`config.mk`:
```
export PLATFORM = sky130hd
export DESIGN_NAME = aes_block_assembler
export DESIGN_NICKNAME = d
export VERILOG_FILES = /design/src/rtl/aes_block_assembler.sv
export SDC_FILE = /design/constraint.sdc
export NUM_CORES = 1
export LEC_CHECK = 0
export ABC_CLOCK_PERIOD_IN_PS = 1730
export CAP_MARGIN = 20
export CORE_MARGIN = 5
export CORE_UTILIZATION = 43
export DETAILED_ROUTE_END_ITERATION = 16
export PLACE_DENSITY = 0.79
export SLEW_MARGIN = 40
export SYNTH_ARGS = -nofsm -noshare
export SYNTH_HDL_FRONTEND = slang
export SYNTH_SLANG_ARGS = --single-unit
export TNS_END_PERCENT = 20
```
`constraint.sdc`:
```
create_clock -name i_clk -period 1.73 [get_ports i_clk]
set_input_delay 0.519 -clock i_clk [delete_from_list [all_inputs] [get_ports i_clk]]
set_output_delay 0.519 -clock i_clk [all_outputs]
set_load 0.01 [all_outputs]
```
`src/rtl/aes_block_assembler.sv`:
```
// Packs WORD_W-bit words (first word in the MSBs) into a 128-bit block; block is valid the cycle after its final word.
// Upstream is stalled (o_word_ready=0) while a block is held; o_block stays frozen until i_block_ready.
module aes_block_assembler #(
  parameter int WORD_W = 32,
  parameter int CNT_W  = $clog2(128 / WORD_W) + 1
) (
  input  logic              i_clk,
  input  logic              i_rst,
  input  logic              i_word_valid,
  input  logic [WORD_W-1:0] i_word,
  input  logic              i_word_last,
  output logic              o_word_ready,
  output logic              o_block_valid,
  output logic [127:0]      o_block,
  output logic              o_block_short,
  input  logic              i_block_ready,
  output logic [CNT_W-1:0]  o_word_count
);

  localparam int NWORDS = 128 / WORD_W;

  typedef enum logic {FILL, HOLD} state_t;

  state_t           state;
  state_t           nextState;
  logic [CNT_W-1:0] wordCount;
  logic [CNT_W-2:0] slot;
  logic [127:0]     blockReg;
  logic [127:0]     blockBase;
  logic [127:0]     blockNext;
  logic             shortReg;
  logic             wordAccept;
  logic             blockAccept;
  logic             finalWord;

  always_ff @(posedge i_clk) begin
    if (i_rst) begin
      state <= FILL;
    end else begin
      state <= nextState;
    end
  end

  always_comb begin
    nextState   = state;
    wordAccept  = 1'b0;
    blockAccept = 1'b0;
    finalWord   = 1'b0;
    unique case (state)
      FILL: begin
        wordAccept = i_word_valid;
        finalWord  = (wordCount == CNT_W'(NWORDS - 1)) || i_word_last;
        if (wordAccept && finalWord) begin
          nextState = HOLD;
        end
      end
      HOLD: begin
        blockAccept = i_block_ready;
        if (blockAccept) begin
          nextState = FILL;
        end
      end
      default: nextState = FILL;
    endcase
  end

  // Clearing the whole block on word 0 keeps an early-closed block's tail zero,
  // so nothing from the previous block can leak into the padding.
  assign slot      = wordCount[CNT_W-2:0];
  assign blockBase = (wordCount == '0) ? '0 : blockReg;
  assign blockNext = blockBase | ({i_word, {(128 - WORD_W){1'b0}}} >> (int'(slot) * WORD_W));

  always_ff @(posedge i_clk) begin
    if (i_rst) begin
      wordCount <= '0;
      blockReg  <= '0;
      shortReg  <= 1'b0;
    end else if (wordAccept) begin
      wordCount <= wordCount + CNT_W'(1);
      blockReg  <= blockNext;
      shortReg  <= i_word_last && (wordCount != CNT_W'(NWORDS - 1));
    end else if (blockAccept) begin
      wordCount <= '0;
      shortReg  <= 1'b0;
    end
  end

  assign o_word_ready  = (state == FILL);
  assign o_block_valid = (state == HOLD);
  assign o_block       = blockReg;
  assign o_block_short = shortReg;
  assign o_word_count  = wordCount;

endmodule

```
**After elaboration in Yosys (flattened, before gate mapping)**

Index checks and enable logic that the tools add are counted.

- Add/subtract/negate cells: 1
- Mux-type cells: 10
- Bitwise operators: 2
- Reduce and logical (&&, ||, !) cells: 5
- Equal/unequal tests: 2
- Shifts and indexed selects: 1

Operators with widths:

| operator | count |
|---|---|
| 128-bit 2-to-1 mux | 1 |
| 128-bit bitwise OR | 1 |
| 128-bit by 7-bit >> shifter with 128-bit output | 1 |
| 1-bit 2-to-1 mux | 6 |
| 3-bit 2-to-1 mux | 2 |
| 3-bit by 1-bit adder with 3-bit output (second input constant) | 1 |
| 3-bit by 2-bit equality test with 1-bit output (second input constant) | 1 |
| 3-bit zero test | 1 |
| 3-bit by 2-bit inequality test with 1-bit output (second input constant) | 1 |
| 1-bit logical AND | 2 |
| 1-bit one-hot mux with 2 select lines | 1 |
| 2-bit nonzero test | 1 |
| 1-bit logical OR | 1 |
| 1-bit NOT | 1 |

- Register bits after elaboration: 133
- Logic and storage cells: 25
- Input bits: 37
- Output and inout port bits: 134

**Depth between registers and ports, before layout**

- Depth after elaboration: 5
- Gate-level depth with buffers: 6

**Least setup slack after synthesis**

Ideal clock, no wire load.

- Path type: register to register
- Start point: reg wordCount[0] (netlist: o_word_count[0])
- End point: reg blockReg[0] (netlist: o_block[0])
- Path slack: 0.279 ns
- Required time: 1.671 ns
- Setup time: 0.059 ns
- Clock period less this slack: 1.451 ns
- Cell stages (with the launch flop): 7
- Arrival: 1.392 ns
- Cells stage by stage: dfxtp_1 > inv_2 > ha_1 > a31oi_4 > buf_6 > buf_6 > a22o_1

- Cells in the longest elaborated chain, start to end: 3
- Elaborated cells on any way between the ends: 4
- Those cells by class: shift (1); mux (1); bitwise (1); reduce/logical (1)

Ends and longest elaborated chain:

| item | line | RTL |
|---|---|---|
| start, declared | 26 | `logic [CNT_W-1:0] wordCount;` |
| start signal, assigned | 79 | `wordCount <= wordCount + CNT_W'(1);` |
| parallel branches: the longest is 2 deep, another holds 128-bit by 7-bit >> shifter with 128-bit output | - |  |
| 128-bit bitwise OR (*) | 71 | `assign blockNext = blockBase \| ({i_word, {(128 - WORD_W){1'b0}}} >> (int'(slot) * WORD_W));` |
| end signal, assigned | 80 | `blockReg <= blockNext;` |
| end, declared | 28 | `logic [127:0] blockReg;` |

Mark *: on every way between the ends.
A chain may end at the register's enable or synchronous reset.

**Worst setup path after layout**

- Start point: reg blockReg[34] (netlist: o_block[34])
- End point: out o_block[34]

RTL lines:

| item | line | RTL |
|---|---|---|
| end, declared | 14 | `output logic [127:0] o_block,` |

No word-level cell between the ends.

==> flow_summary.json <==
{
  "synth_common_cells": "dfxtp_1, a22o_1, nor2b_1",
  "layout.cells.non_filler": 681,
  "slowest_delay_ns": 0.35,
  "cp-end-kind": "output port",
  "coreArea_mm2": 0.01018,
  "maxSlewViolCount": 0,
  "wire_per_inst_um": 18.24,
  "ir_drop_mv": 0.5945,
  "ant_nets": 0,
  "gr-usage-met2": 0.3481,
  "tritoncts": "yes",
  "cts_sinks": 133,
  "drc": 0,
  "fin_crit_ns": 1.662,
  "async_reset_ff_frac": 0,
  "wl_mm": 12.42,
  "crit_slowest_cell": "dfxtp_1",
  "relSlewSlack": 0.7509,
  "postSynthAreaPerCell_um2": 12.71,
  "hp-class": "flop to flop",
  "yosysTopAreaCellShare": 0.5986,
  "reg2reg_to": "o_block[106]",
  "cts_buffers": 17,
  "seq_area_mm2": 0.002666,
  "drt_pass1_iterations": 4,
  "syn_to_final_growth_pct": 52.18,
  "cts-hold-fix-buffers": 0,
  "crit_family": "flip-flops",
  "total_power_mw": 7.445,
  "cp.depth": 1,
  "syn-cell-area_mm2": 0.004448,
  "grt_max_degree": 48,
  "rsz0062_at_grt": "false",
  "r2r_start": "o_word_count[0]",
  "ios": 171,
  "path_cells": "dlygate4sd2_1",
  "worst_pin_slew_ns": 0.3729,
  "synth_edf_count": 0,
  "worst_ep_arrival_time_ns": 1.14,
  "multi_input_area_mm2": 0.001555,
  "crit_fanout": 2,
  "htreeDepth": 4,
  "synth_top_area_cell": "dfxtp_1",
  "p_leak_nw": 3.298,
  "grt_antenna_before_repair": 0,
  "hold_viol": 0,
  "via_per_inst": 5.235,
  "die_h_um": 111.7,
  "criticalPathCategory": "flop to output port",
  "die_x_um": 111.7,
  "crit_required_ns": 1.21,
  "setup_violations": 0,
  "grt.busiest_layer": "met2",
  "grt_use_total": 0.1973,
  "final.fill_count": 841,
  "grt_use_met1": 0.2264,
  "cp.buffers_inverters": 1,
  "syn_nets": 390,
  "post-route-period-util": 0.9609,
  "dp.cells": 649,
  "synth_cells": 350,
  "max_freq_ghz": 0.6015,
  "cts_buffer_depth": 2,
  "grt_pass1_wl_mm": 19.91,
  "rows": 37,
  "dp_hpwl_mm": 8.820,
  "dieArea_mm2": 0.01248,
  "start_kind": "flop",
  "finalClockSkew_ns": 0.006304,
  "clk_pin_slew_ns": 0.06,
  "dr_total_vias": 3565,
  "outcome": "completed",
  "worstSetupEndpoint": "o_block[34]",
  "fin_nets": 572,
  "synth_top_flop_cell": "dfxtp_1",
  "synth.most_common_cell": "dfxtp_1",
  "worstSetupStartpoint": "o_block[34]",
  "yosysSeqAreaShare": 0.5986,
  "maxCapViolCount": 0,
  "met3_usage": 0.06522,
  "grt_overflow": 0,
  "dr.first_iter.drc_count": 105,
  "cts_root_buf": "clkbuf_8",
  "holdWs_ns": 0.4706,
  "r2r_cells": 5,
  "ys_top_cells_by_area": "dfxtp_1, a22o_1, buf_6",
  "start_util": 0.4367,
  "port_buffers": 170,
  "drive_gt1_frac": 0.1229,
  "synthDistinctLibCells": 24,
  "ys_seq_elements": 133,
  "r2r_setup_slack_ns": 0.23,
  "grt_pass1_vias": 3765,
  "yosysWarnings": 0,
  "gp_congestion": 0.7801,
  "diodes": 0,
  "p_per_area_mw_per_mm2": 1100,
  "clock_latency_ns": 0.49
}
==> kinds of logic (layout without fill, tap and decap cells) <==
group                      after synthesis  after routing  synth area share
AOI/OAI and AO/OA                      135            135            0.2664
DFF                                    133            133            0.5986
and+or+nand+nor                         43             43           0.06695
buffers and inverters                   35            230           0.05739
adders and majority gates                3              3          0.008440
muxes                                    1              1          0.002250
==> cell usage in the layout (no fill, tap or decap), types with 2 or more instances in the layout <==
cell type and instances:
nor2_1 4, clkinvlp_4 3, buf_4 18, inv_1 3
dfxtp_2 3, clkbuf_16 16, nor2b_1 25, ha_1 3
dlygate4sd2_1 134, inv_6 2, clkbuf_8 3, bufinv_16 2
clkdlybuf4s50_1 36, inv_2 2, and2b_1 7, dfxtp_1 130
clkinv_2 2, clkinv_4 3, buf_12 5, nor3_4 4
a22o_1 128
==> sequential cells by signal, summed over array words and instances (netlist names) <==
register,flops
o_block,128
o_block_short,1
o_word_count,3
o_block_valid,1
==> per-stage QoR <==
stage	instance area, um^2	utilization	setup TNS (ns)	setup slack [ns]
6_report	6769	0.6646	0	0.06762
5_1_grt	6769	0.6646	0	0.003628
4_1_cts	6765	0.6643	0	0.004506
3_5_place_dp	6344	0.6229	-24.66	-0.2317
3_3_place_gp	6344	0.6229	-21.74	-0.1931
2_1_floorplan	4448	-	0	0.2789
==> final cells by class <==
| cell class | instances | share of cell area |
|---|---|---|
| Tap cell | 136 | 0.02514 |
| Clock buffer | 19 | 0.06525 |
| Clock inverter | 13 | 0.02181 |
| Timing Repair Buffer | 193 | 0.2614 |
| Sequential cell | 133 | 0.3939 |
| Inverter | 5 | 0.002773 |
| Multi-Input combinational cell | 182 | 0.2298 |
==> timing repair <==
item | CTS | global route
cloned | 0 | 0
setup buffers | 0 | 0
endpoints found under the setup margin | 134 | 3
gates resized for setup | 134 | 3
==> report_power, final <==
group | internal (mW) | leakage, nW | switching (mW)
combinational | 0.350 | 1.94 | 0.382
clock | 2.15 | 0.283 | 1.33
sequential | 3.17 | 1.08 | 0.0604
total | 5.67 | 3.30 | 1.77
==> worst min path at each step <==
stage | from | endpoint | slack, ns | cells past startpoint
6_report | o_block[116] | o_block[116] | 0.47 | 1
5_1_grt | o_block[116] | o_block[116] | 0.49 | 1
4_1_cts | o_block[16] | o_block[16] | 0.47 | 1
3_5_place_dp | o_block[107] | o_block[107] | 0.46 | 1
3_3_place_gp | o_block[71] | o_block[71] | 0.46 | 1
2_1_floorplan | o_block[104] | o_block[104] | 0.51 | 1
==> metal layers <==
layer  part of all wire  vias up
li1                   -     1691
met5                  0        -
met2               0.51      130
met4              0.012        0
met3              0.066        8
met1               0.41     1736
Note: power is estimated with default switching activity, not from simulation.
